## config.mk

```make
export PLATFORM = sky130hd
export DESIGN_NAME = instr_fetch_unit_flat
export DESIGN_NICKNAME = d
export VERILOG_FILES = /design/src/rtl/rv_pkg.sv /design/src/rtl/instr_fetch_unit_if.sv /design/src/rtl/fetch_fifo.sv /design/src/rtl/instr_fetch_unit.sv /design/src/flat_wrapper.sv
export SDC_FILE = /design/constraint.sdc
export NUM_CORES = 1
export LEC_CHECK = 0
export BUFFER_PORTS_ARGS = -buffer_cell sky130_fd_sc_hd__buf_2
export CORE_MARGIN = 2
export CORE_UTILIZATION = 40
export DETAILED_ROUTE_END_ITERATION = 8
export GPL_TIMING_DRIVEN = 0
export PLACE_DENSITY_LB_ADDON = 0.05
export SLEW_MARGIN = 0
export SYNTH_ARGS = -nofsm -noshare
export SYNTH_HDL_FRONTEND = slang
export SYNTH_HIERARCHICAL = 1
export SYNTH_SLANG_ARGS = --single-unit
export TNS_END_PERCENT = 5
```

## constraint.sdc

```tcl
create_clock -name clk -period 6.8 [get_ports clk]
set_clock_uncertainty 0.15 [all_clocks]
set_input_delay 0.68 -clock clk [delete_from_list [all_inputs] [get_ports clk]]
set_output_delay 0.68 -clock clk [all_outputs]
set_load 0.01 [all_outputs]
```

## src/rtl/rv_pkg.sv

```systemverilog
// rv_pkg: shared fetch-stage constants, state encoding and alignment helper.
package rv_pkg;
  localparam logic [31:0] DEFAULT_INITIAL_PC = 32'h0040_0000;
  localparam logic [31:0] NOP = 32'h0000_0013;
  localparam logic [31:0] WORD_MASK = 32'hFFFF_FFFC;
  typedef enum logic [1:0] {IDLE, REQ, DROP, HALT} fetch_state_t;
  function automatic logic isAligned(input logic [31:0] addr);
    return (addr & ~WORD_MASK) == '0;
  endfunction
endpackage

```

## src/rtl/instr_fetch_unit_if.sv

```systemverilog
// instr_fetch_unit_if: instruction-memory bus, consumer handshake and redirect port of the fetch stage.
interface instr_fetch_unit_if;
  logic imem_req;
  logic [31:0] imem_addr;
  logic imem_ack;
  logic [31:0] imem_rdata;
  logic instr_valid;
  logic [31:0] instr;
  logic [31:0] instr_pc;
  logic instr_ready;
  logic redirect;
  logic [31:0] redirect_pc;
  logic fetch_err;
  modport master (
    output imem_req, imem_addr, instr_valid, instr, instr_pc, fetch_err,
    input imem_ack, imem_rdata, instr_ready, redirect, redirect_pc
  );
  modport slave (
    input imem_req, imem_addr, instr_valid, instr, instr_pc, fetch_err,
    output imem_ack, imem_rdata, instr_ready, redirect, redirect_pc
  );
endinterface

```

## src/rtl/fetch_fifo.sv

```systemverilog
// fetch_fifo: synchronous prefetch FIFO of {pc, instr} entries; flush overrides push and pop.
module fetch_fifo #(
  parameter int DEPTH = 2
) (
  input  logic clk,
  input  logic rst_n,
  input  logic push,
  input  logic pop,
  input  logic flush,
  input  logic [63:0] pushData,
  output logic [$clog2(DEPTH):0] count,
  output logic [63:0] head
);
  localparam int AW = $clog2(DEPTH);
  logic [63:0] mem [DEPTH];
  logic [AW-1:0] rdPtr, wrPtr;
  assign head = mem[rdPtr];
  always_ff @(posedge clk or negedge rst_n)
    if (!rst_n) begin
      rdPtr <= '0;
      wrPtr <= '0;
      count <= '0;
    end else if (flush) begin
      rdPtr <= '0;
      wrPtr <= '0;
      count <= '0;
    end else begin
      wrPtr <= wrPtr + AW'(push);
      rdPtr <= rdPtr + AW'(pop);
      count <= count + (AW + 1)'(push) - (AW + 1)'(pop);
    end
  // Storage needs no reset: the head is masked whenever count is zero.
  always_ff @(posedge clk)
    if (push && !flush) mem[wrPtr] <= pushData;
endmodule

```

## src/rtl/instr_fetch_unit.sv

```systemverilog
// instr_fetch_unit: issues word fetches over req/ack, buffers them in a prefetch FIFO,
// and handles branch redirect with flush and squash of an in-flight request.
module instr_fetch_unit
  import rv_pkg::*;
#(
  parameter logic [31:0] INITIAL_PC = DEFAULT_INITIAL_PC,
  parameter int FIFO_DEPTH = 2
) (
  input logic clk,
  input logic rst_n,
  instr_fetch_unit_if.master bus
);
  localparam int CW = $clog2(FIFO_DEPTH) + 1;
  fetch_state_t state, nextState;
  logic [31:0] fetchPc, nextPc, reqAddr;
  logic fetchErr, nextErr, push, pop, flush, headValid, misalign;
  logic [CW-1:0] count;
  logic [63:0] head;

  fetch_fifo #(.DEPTH(FIFO_DEPTH)) fifo (
    .clk(clk), .rst_n(rst_n), .push(push), .pop(pop), .flush(flush),
    .pushData({fetchPc, bus.imem_rdata}), .count(count), .head(head)
  );

  // reqAddr is separate from fetchPc so a squashed request keeps its address while fetchPc moves on.
  always_ff @(posedge clk or negedge rst_n)
    if (!rst_n) begin
      state <= IDLE;
      fetchPc <= INITIAL_PC;
      reqAddr <= INITIAL_PC;
      fetchErr <= 1'b0;
    end else begin
      state <= nextState;
      fetchPc <= nextPc;
      fetchErr <= nextErr;
      if (nextState == REQ) reqAddr <= nextPc;
    end

  always_comb begin
    headValid = count != '0;
    misalign = bus.redirect && !isAligned(bus.redirect_pc);
    pop = headValid && bus.instr_ready;
    flush = bus.redirect;
    push = state == REQ && bus.imem_ack && !bus.redirect;
    nextErr = fetchErr || misalign;
    nextPc = (bus.redirect && !misalign && state != HALT) ? bus.redirect_pc :
             push ? fetchPc + 32'd4 : fetchPc;
    nextState = state;
    // A misaligned redirect with a request still open waits in DROP for the ack, then halts.
    case (state)
      IDLE: nextState = misalign ? HALT :
                        (!bus.redirect && int'(count) < FIFO_DEPTH) ? REQ : IDLE;
      REQ:  nextState = bus.redirect ? (bus.imem_ack ? (misalign ? HALT : IDLE) : DROP) :
                        !bus.imem_ack ? REQ :
                        (int'(count) + 1 - int'(pop) < FIFO_DEPTH) ? REQ : IDLE;
      DROP: nextState = bus.imem_ack ? (nextErr ? HALT : IDLE) : DROP;
      default: nextState = HALT;
    endcase
  end

  always_comb begin
    bus.imem_req = state == REQ || state == DROP;
    bus.imem_addr = reqAddr;
    bus.instr_valid = headValid;
    bus.instr = headValid ? head[31:0] : '0;
    bus.instr_pc = headValid ? head[63:32] : '0;
    bus.fetch_err = fetchErr;
  end
endmodule

```

## src/flat_wrapper.sv

```systemverilog
// flat-port wrapper written by rule: the top's interface ports become plain ports
module instr_fetch_unit_flat import rv_pkg::*;
#(
  parameter logic [31:0] INITIAL_PC = DEFAULT_INITIAL_PC,
  parameter int FIFO_DEPTH = 2
)
  (clk, rst_n, bus_imem_req, bus_imem_addr, bus_instr_valid, bus_instr, bus_instr_pc, bus_fetch_err, bus_imem_ack, bus_imem_rdata, bus_instr_ready, bus_redirect, bus_redirect_pc);
  instr_fetch_unit_if bus_i ();
  input logic clk;
  input logic rst_n;
  output wire logic [$bits(bus_i.imem_req)-1:0] bus_imem_req;
  output wire logic [$bits(bus_i.imem_addr)-1:0] bus_imem_addr;
  output wire logic [$bits(bus_i.instr_valid)-1:0] bus_instr_valid;
  output wire logic [$bits(bus_i.instr)-1:0] bus_instr;
  output wire logic [$bits(bus_i.instr_pc)-1:0] bus_instr_pc;
  output wire logic [$bits(bus_i.fetch_err)-1:0] bus_fetch_err;
  input wire logic [$bits(bus_i.imem_ack)-1:0] bus_imem_ack;
  input wire logic [$bits(bus_i.imem_rdata)-1:0] bus_imem_rdata;
  input wire logic [$bits(bus_i.instr_ready)-1:0] bus_instr_ready;
  input wire logic [$bits(bus_i.redirect)-1:0] bus_redirect;
  input wire logic [$bits(bus_i.redirect_pc)-1:0] bus_redirect_pc;
  assign bus_imem_req = bus_i.imem_req;
  assign bus_imem_addr = bus_i.imem_addr;
  assign bus_instr_valid = bus_i.instr_valid;
  assign bus_instr = bus_i.instr;
  assign bus_instr_pc = bus_i.instr_pc;
  assign bus_fetch_err = bus_i.fetch_err;
  assign bus_i.imem_ack = bus_imem_ack;
  assign bus_i.imem_rdata = bus_imem_rdata;
  assign bus_i.instr_ready = bus_instr_ready;
  assign bus_i.redirect = bus_redirect;
  assign bus_i.redirect_pc = bus_redirect_pc;
  instr_fetch_unit #(.INITIAL_PC(INITIAL_PC), .FIFO_DEPTH(FIFO_DEPTH)) u_core (.clk(clk), .rst_n(rst_n), .bus(bus_i));
endmodule
```

==> results.txt, run 1 <==
Via density: 4.88
CP bufs+invs: 3
worst hold margin: 0.224 ns
DR vias: 5359
largest net degree at the start of global routing: 72
area post-placement: 10200 sq um
Synth Area in Compound Gates: 0.0320
Tcrit/Tclk final: 0.436
CP max-delay cell: dfrtp_1
Commonest cells post-synth: 128 x edfxtp_1, 69 x dfrtp_1, 68 x and2_1, 51 x mux2_4
Worst EP arrival: 2.14 ns
Mapped Cells: 612
setup violators final: 0
Skew-Pair Late Insertion Delay: 0.43 ns
TritonRoute pass-1 iters: 5
Period minus WS final: 2.97 ns
initial drt markers: 308
Post-CTS Setup Inserts: 0
Die Y: 153 um
Die Width: 153 um
CTS tree: yes
Async SR Flop Fraction: 0.357
gr ovfl total: 0
vias in the first global route: 5484
Primary FF master, synth: edfxtp_1
Reg power frac: 0.407
Longest Clk Path Bufs: 2
post-route setup TNS: 0 ns
CTS Sinks: 199
layout cell share with drive strength beyond 1: 0.375
Final Max Tran Viols: 0
Cell Pwr Density: 406 nW/um^2
unrepaired setup endpoints after global routing: no
slew margin rel.: 0.382
Gate power share: 0.372
Warnings, synthesis: 6
HPWL Detailed: 14000 um
Design Area, Final: 10800 sq um
number of flops mapped to enable cells by yosys: 128
H-tree Lvls: 4
stages on the worst setup path: 5
family with the most delay on the worst path: buffers and inverters
cts hold-fix bufs: 0
total wire length: 19100 um
Worst Path Required: 5.97 ns
Root Buffer: clkbuf_16
status: finished clean
Max stage delay on crit path: 0.42 ns
MaxCap Viol Count: 0
first-pass GRT wire length: 30500 um
main combinational cell family by area after synthesis: multiplexers
reg2reg setup slack: 3.90 ns
reg2reg start: u_core/state[1]$_DFF_PN0_
startpoint types: register
#FFs+latches synth: 199
Synth Cell Area: 8900 sq um
Slew @ Worst Pin: 0.927 ns
mean area per synthesized cell: 14.5 sq um
gp weighted congestion: 0.866
Starting Density: 0.408
top-count cell post-synth: edfxtp_1
switching fraction of total power: 0.348
Syn Nets: 688
Die ar.: 23500 sq um
cell accounting for the most synthesized area: edfxtp_1
CP Cell Sequence: or2_2 > buf_1 > clkbuf_1 > and2_1 > buf_2
CTS Buf Count: 17
adder-cell share of the synthesized area: 0.00984
Tot GR Track Use: 0.168
design internal power: 2.85 mW
P&R area growth vs syn: 20.8%
worst r2r path cells: 8
layout net count: 881
Worst Setup End Kind: primary output
Psw: 1.52 mW
Worst Setup SP: u_core/fifo/count[1]$_DFF_PN0_
Seq/Total Area, Yosys: 0.632
Port Buffers: 167
Boundary Pins: 168
n_diodes: 0
Synth Area in XOR/XNOR: 0.0212
Fin. Hold Viols: 0
mux cell area share after synthesis: 0.145
crit path kind: register to primary output
PostCTS Resize Cnt: 0
Yosys top cell area share: 0.432
post-route ant nets: 0
Area contributors post-synth: edfxtp_1 43%, dfrtp_1 19%, mux2_4 8.6%
Worst R2R End: u_core/fifo/mem[0][9]$_DFFE_PP_
number of unique standard cell types used by synthesis: 56
clock slew at reported path FFs: 0.08 ns
clock power share: 0.221
VDD IR max: 0.212 mV
Synth Area in Simple Gates: 0.131
DRC errors left: 0
Avg WL per Cell: 17.4 um
Max Fanout on Critical Path: 10
Core ar.: 21800 sq um
Lkg Pwr: 4.42 nW
initial antenna violation count: 0
Fmax achieved: 337 MHz
Row Count: 54
Worst Hold Class: primary input to async pin
==> layout make-up <==
cell class                 count  area (sq um)
inverter                      21          78.8
clock buffer                  17           425
timing repair buffer         174           930
fill                        1960         11100
clock inverter                15           141
sequential                   199          5620
multi-input combinational    363          3020
buffer                        29           189
tap                          280           350
==> placed cells by master, fill, tap and decap left out, drive strengths merged, types with 2 or more instances in the layout <==
cell type / Yosys / layout
clkbuf: 12 / 29
a21oi: 7 / 7
mux2i: 15 / 15
mux2: 84 / 84
ha: 7 / 7
xnor2: 14 / 14
o21ai: 19 / 19
and3b: 2 / 2
nand2: 24 / 24
o31a: 3 / 3
inv: 21 / 27
a31oi: 3 / 3
or4: 5 / 5
edfxtp: 128 / 128
nand3: 18 / 18
and2: 69 / 69
nor2b: 2 / 2
xor2: 5 / 5
and3: 5 / 5
nand4: 8 / 8
clkinv: 0 / 3
dfrtp: 69 / 69
nor2: 24 / 24
dfstp: 2 / 2
nor4: 13 / 13
o21a: 6 / 6
and4: 4 / 4
o31ai: 2 / 2
nand2b: 3 / 3
buf: 17 / 191
clkinvlp: 0 / 5
nor3: 7 / 7
or3: 3 / 3
==> state kept, by name, indices dropped and copies added (netlist names) <==
register,cells
u_core/bus.imem_addr,32
u_core/fifo/count,2
u_core/bus.fetch_err,1
u_core/fifo/mem,128
u_core/fifo/rdPtr,1
u_core/state,2
u_core/fetchPc,32
u_core/fifo/wrPtr,1
==> layer usage <==
layer | part of all wire | vias up | GRT usage
li1 | - | 2600 | -
met1 | 0.47 | 2575 | 0.233
met2 | 0.47 | 164 | 0.265
met3 | 0.049 | 20 | 0.0340
met4 | 0.015 | 0 | 0.0564
met5 | 0 | - | 0
==> through the flow <==
step / utilization / setup WS (ns) / total power, mW / instances
floorplan: - / 0.201 / 2.84 / 612
global placement: 0.462 / -2.92 / 3.41 / 1059
detailed placement: 0.467 / 3.76 / 3.45 / 1066
CTS: 0.493 / 3.71 / 4.44 / 1098
global route: 0.493 / 3.57 / 4.65 / 1098
finish: 0.493 / 3.83 / 4.37 / 1098
==> power groups by stage <==
stage,logic [mW],clock network [mW],registers (mW)
floorplan,1.07,0,1.77
global placement,1.62,0,1.79
detailed placement,1.65,0,1.80
CTS,1.66,1.00,1.77
global route,1.78,1.05,1.81
finish,1.63,0.966,1.78
==> how the worst max path moves through the flow <==
stage	slack, ns	end
floorplan	0.20	u_core/fifo/mem[0][0]$_DFFE_PP_
global placement	-2.92	u_core/fifo/mem[0][12]$_DFFE_PP_
detailed placement	3.76	u_core/fifo/mem[0][12]$_DFFE_PP_
CTS	3.71	bus_instr_pc[18]
global route	3.57	bus_instr_pc[18]
finish	3.83	bus_instr_pc[18]
==> logic make-up after synthesis <==
family                   Yosys count
buffers and inverters             50
adder cells (fa/ha/maj)            7
AO/OA/AOI/OAI                     44
flip-flops                       199
XOR/XNOR                          20
multiplexers                      99
AND/OR/NAND/NOR                  193
No activity file was read; power rests on OpenSTA's default activity.
==> run 2, diff against run 1 <==
==> constraint.sdc (replaced) <==
create_clock -name clk -period 2.7 [get_ports clk]
set_clock_uncertainty 0.15 [all_clocks]
set_input_delay 0.27 -clock clk [delete_from_list [all_inputs] [get_ports clk]]
set_output_delay 0.27 -clock clk [all_outputs]
set_load 0.01 [all_outputs]
==> results.txt, run 2 (synthesized netlist as in run 1, its figures left out) <==
VDD IR max: 0.532 mV
first-pass GRT wire length: 31100 um
setup violators final: 0
Worst Setup End Kind: register
CTS Sinks: 199
crit path kind: register to register
Die Y: 153 um
Boundary Pins: 168
CTS tree: yes
Via density: 4.85
Die Width: 153 um
Period minus WS final: 2.49 ns
Tcrit/Tclk final: 0.922
DRC errors left: 0
gr ovfl total: 0
Max stage delay on crit path: 0.70 ns
layout net count: 938
Row Count: 54
unrepaired setup endpoints after global routing: no
Most flops, register: u_core/fifo/mem
initial drt markers: 317
gp weighted congestion: 0.862
n_diodes: 0
Worst EP arrival: 2.66 ns
Largest register FFs: 128
Lkg Pwr: 4.65 nW
TritonRoute pass-1 iters: 4
total wire length: 19500 um
family with the most delay on the worst path: simple AND/OR/NAND/NOR gates
CP bufs+invs: 2
Longest Clk Path Bufs: 2
Skew-Pair Late Insertion Delay: 0.43 ns
most common cell after layout, fill and taps aside: buf_2
H-tree Lvls: 4
Slew @ Worst Pin: 0.918 ns
P&R area growth vs syn: 27.6%
CTS Buf Count: 17
Fmax achieved: 402 MHz
CP Cell Sequence: ha_1 > or4_1 > buf_2 > clkbuf_1 > nor2_1 > nor2_1
PostCTS Resize Cnt: 0
status: finished clean
Worst Hold Class: primary input to register
CP max-delay cell: or4_1
Starting Density: 0.408
Fin. Hold Viols: 0
worst hold margin: 0.0424 ns
Core ar.: 21800 sq um
Port Buffers: 167
Die ar.: 23500 sq um
most frequent cells in the layout: 172 x buf_2, 128 x edfxtp_1, 69 x dfrtp_1, 68 x and2_1, 61 x dlygate4sd3_1
layout cell share with drive strength beyond 1: 0.350
post-route setup TNS: 0 ns
HPWL Detailed: 14000 um
Max Fanout on Critical Path: 11
most used cell along the critical path: nor2_1
DP Cell Count: 1064
Worst Path Required: 2.87 ns
slew margin rel.: 0.388
startpoint types: register
final non-filler cell total: 1155
MaxCap Viol Count: 0
Root Buffer: clkbuf_16
largest net degree at the start of global routing: 72
reg2reg setup slack: 0.21 ns
DR vias: 5601
post-route ant nets: 0
Cell Pwr Density: 969 nW/um^2
Avg WL per Cell: 16.9 um
clock slew at reported path FFs: 0.08 ns
fin util: 0.521
initial antenna violation count: 0
vias in the first global route: 5914
Final Max Tran Viols: 0
Tot GR Track Use: 0.171
run 2: cell types whose count changed in the layout (fill, tap and decap cells not counted), sizes merged:
| cell | delta |
|---|---|
| bufinv | -1 |
| buf | -3 |
| dlygate4sd3 | +61 |
run 2: metal layers:
metal / wire, um / vias to the layer above / part of all wire / GRT usage
met5: 0 / - / 0 / 0
met4: 250 / 0 / 0.013 / 0.0560
met3: 866 / 13 / 0.044 / 0.0315
met2: 9320 / 161 / 0.48 / 0.284
met1: 9080 / 2710 / 0.47 / 0.227
li1: - / 2717 / - / -
run 2: final timing paths:
| kind | from | endpoint | depth (start not counted) |
|---|---|---|---|
| max in group asynchronous | rst_n | u_core/fetchPc[31]$_DFF_PN0_ | 2 |
| max | u_core/state[0]$_DFF_PN0_ | u_core/fetchPc[20]$_DFF_PN0_ | 6 |
| min | bus_redirect | u_core/fifo/rdPtr$_DFF_PN0_ | 2 |
| min in group asynchronous | rst_n | u_core/bus.fetch_err$_DFF_PN0_ | 2 |
| min reg2reg | u_core/bus.imem_addr[0]$_DFFE_PN0N_ | u_core/bus.imem_addr[0]$_DFFE_PN0N_ | 1 |
| max reg2reg | u_core/state[0]$_DFF_PN0_ | u_core/fetchPc[20]$_DFF_PN0_ | 6 |
run 2: repair_timing:
action                                 4_1_cts  5_1_grt
hold buffers                                61        0
endpoints found under the hold margin      161        0
setup buffers                                0        0
setup endpoints to repair                    2       10
run 2: report_power, final:
part | internal [mW] | switching, mW | leakage, nW
logic | 2.02 | 2.15 | 2.41
registers | 3.93 | 0.553 | 1.98
clock network | 1.21 | 1.15 | 0.253
total | 7.15 | 3.86 | 4.65
run 2: worst reg2reg max path: stages, from the launching register on:
cell	delay, ns
dfrtp_1	0.44
ha_1	0.27
or4_1	0.70
buf_2	0.32
clkbuf_1	0.28
nor2_1	0.16
nor2_1	0.05
run 2: layout make-up:
class	instances	area (sq um)
fillers	1936	10500
inverters	21	78.8
flip-flops and latches	199	5620
plain buffers	27	191
clock inverters	14	119
clock buffers	18	429
multi-input cells	363	3040
well taps	280	350
repair buffers	233	1530
run 2: per-stage QoR:
| step | instance area, sq um | power [mW] | worst slack (ns) |
|---|---|---|---|
| 3_5_place_dp | 10200 | 8.72 | 0.0516 |
| 5_1_grt | 11400 | 11.7 | 0.0567 |
| 2_1_floorplan | 8940 | 7.18 | -0.490 |
| 3_3_place_gp | 10100 | 8.62 | -1.45 |
| 4_1_cts | 11400 | 11.2 | 0.0426 |
| 6_report | 11400 | 11.0 | 0.210 |
==> run 3, diff against run 2 <==
--- a/config.mk
+++ b/config.mk
@@ -5,10 +5,10 @@
 export SDC_FILE = /design/constraint.sdc
 export NUM_CORES = 1
 export LEC_CHECK = 0
-export BUFFER_PORTS_ARGS = -buffer_cell sky130_fd_sc_hd__buf_2
 export CORE_MARGIN = 2
-export CORE_UTILIZATION = 40
+export CORE_UTILIZATION = 57
 export DETAILED_ROUTE_END_ITERATION = 8
+export DONT_BUFFER_PORTS = 1
 export GPL_TIMING_DRIVEN = 0
 export PLACE_DENSITY_LB_ADDON = 0.05
 export SLEW_MARGIN = 0
==> results.txt, run 3 (synthesized netlist as in run 1, its figures left out) <==
Slew @ Worst Pin: 0.744 ns
Reg power frac: 0.439
Avg WL per Cell: 19.2 um
first-pass GRT wire length: 27400 um
switching fraction of total power: 0.343
slew margin rel.: 0.500
DP Cell Count: 828
Tot GR Track Use: 0.220
Core ar.: 15300 sq um
Tot Pwr: 10.6 mW
Period minus WS final: 2.51 ns
crit path kind: register to primary output
Worst Path Required: 2.28 ns
startpoint types: register
VDD IR max: 0.711 mV
most common cell after layout, fill and taps aside: edfxtp_1
Die ar.: 16600 sq um
CTS tree: yes
Largest register FFs: 128
Worst Setup End Kind: primary output
CTS Buf Count: 17
DR vias: 5153
P&R area growth vs syn: 19.2%
design internal power: 6.94 mW
Worst R2R End: u_core/fetchPc[24]$_DFF_PN0_
final non-filler cell total: 927
reg2reg start: u_core/state[0]$_DFF_PN0_
Tcrit/Tclk final: 0.928
Die Width: 129 um
setup violators final: 0
DRC errors left: 0
Worst Hold End: u_core/fifo/rdPtr$_DFF_PN0_
H-tree Lvls: 4
Cell Pwr Density: 995 nW/um^2
Worst EP arrival: 2.09 ns
clock slew at reported path FFs: 0.07 ns
clock power share: 0.235
post-route ant nets: 0
HPWL Detailed: 12400 um
Fillers: 1055
area of the multi-input gates: 3040 sq um
initial drt markers: 382
Gate power share: 0.326
hold path startpoint: bus_instr_ready
initial antenna violation count: 0
status: finished clean
Boundary Pins: 168
gp weighted congestion: 0.838
area post-placement: 9320 sq um
n_diodes: 0
worst r2r path cells: 6
Fmax achieved: 399 MHz
vias in the first global route: 5260
unrepaired setup endpoints after global routing: no
Lkg Pwr: 4.00 nW
MaxCap Viol Count: 0
Row Count: 45
Final Max Tran Viols: 0
Starting Density: 0.584
Reg area: 5620 sq um
Port Buffers: 0
layout net count: 779
layout cell share with drive strength beyond 1: 0.197
CTS Sinks: 199
Most flops, register: u_core/fifo/mem
Post-CTS Setup Inserts: 0
Longest Clk Path Bufs: 2
Psw: 3.62 mW
largest net degree at the start of global routing: 72
Root Buffer: clkbuf_16
worst hold path depth: 3
gr ovfl total: 0
Via density: 5.56
most frequent cells in the layout: 128 x edfxtp_1, 69 x dfrtp_1, 68 x and2_1, 67 x dlygate4sd3_1, 51 x mux2_4
total wire length: 17800 um
TritonRoute pass-1 iters: 4
Worst Hold Class: primary input to register
Fin. Hold Viols: 0
Design Area, Final: 10600 sq um
Skew-Pair Late Insertion Delay: 0.43 ns
Max Fanout on Critical Path: 10
reg2reg setup slack: 0.24 ns
Die Y: 129 um
==> run 3: stage by stage <==
stage          hold WS, ns   util  setup TNS, ns  setup WS, ns
2_1_floorplan       -0.176      -         -55.53        -0.490
3_3_place_gp        -0.174  0.603        -157.47         -1.32
3_5_place_dp        -0.174  0.611              0         0.132
4_1_cts            0.00715  0.696              0         0.115
5_1_grt             0.0244  0.695              0        0.0261
6_report            0.0240  0.695              0         0.194
==> run 3: area by class of cell <==
type,count,area share
buffer,28,0.0184
clock buffer,25,0.0511
clock inverter,7,0.00483
inverter,21,0.00743
multi-input combinational,363,0.287
sequential,199,0.530
tap,211,0.0249
timing repair buffer,73,0.0769
==> run 3: worst max path at each step <==
stage               slack (ns)  cells after the start                      startpoint                               to
floorplan                -0.49                      5       u_core/state[1]$_DFF_PN0_  u_core/fifo/mem[0][0]$_DFFE_PP_
global placement         -1.32                      5       u_core/state[1]$_DFF_PN0_  u_core/fifo/mem[0][7]$_DFFE_PP_
detailed placement        0.13                      7       u_core/state[0]$_DFF_PN0_     u_core/fetchPc[20]$_DFF_PN0_
CTS                       0.11                      7       u_core/state[0]$_DFF_PN0_     u_core/fetchPc[20]$_DFF_PN0_
global route              0.03                      4  u_core/fifo/count[1]$_DFF_PN0_                  bus_instr_pc[9]
finish                    0.19                      4  u_core/fifo/count[1]$_DFF_PN0_                 bus_instr_pc[12]
==> run 3: what timing repair did <==
item,in CTS,in global routing
hold buffers,68,0
endpoints found under the setup margin,0,7
endpoints found under the hold margin,185,0
gates resized for setup,0,0
==> run 3: critical path: stages (launching register included) <==
cell and delay (ns):
dfrtp_1 0.42, or2_2 0.18, buf_1 0.40, clkbuf_1 0.36, and2_1 0.28
==> run 3: power by group through the flow <==
stage,Clock [mW],Sequential (mW),Combinational (mW)
after floorplan,0,4.46,2.72
after global placement,0,4.64,3.24
after detailed placement,0,4.69,3.35
after CTS,2.53,4.63,3.48
after global routing,2.64,4.71,3.75
final,2.49,4.64,3.44
==> run 3: metal layers <==
layer,vias to the layer above,wire [um],global-route usage
met4,0,341,0.0882
met1,2548,7930,0.284
met2,181,8450,0.364
li1,2398,-,-
met5,-,0,0
met3,26,1030,0.0532
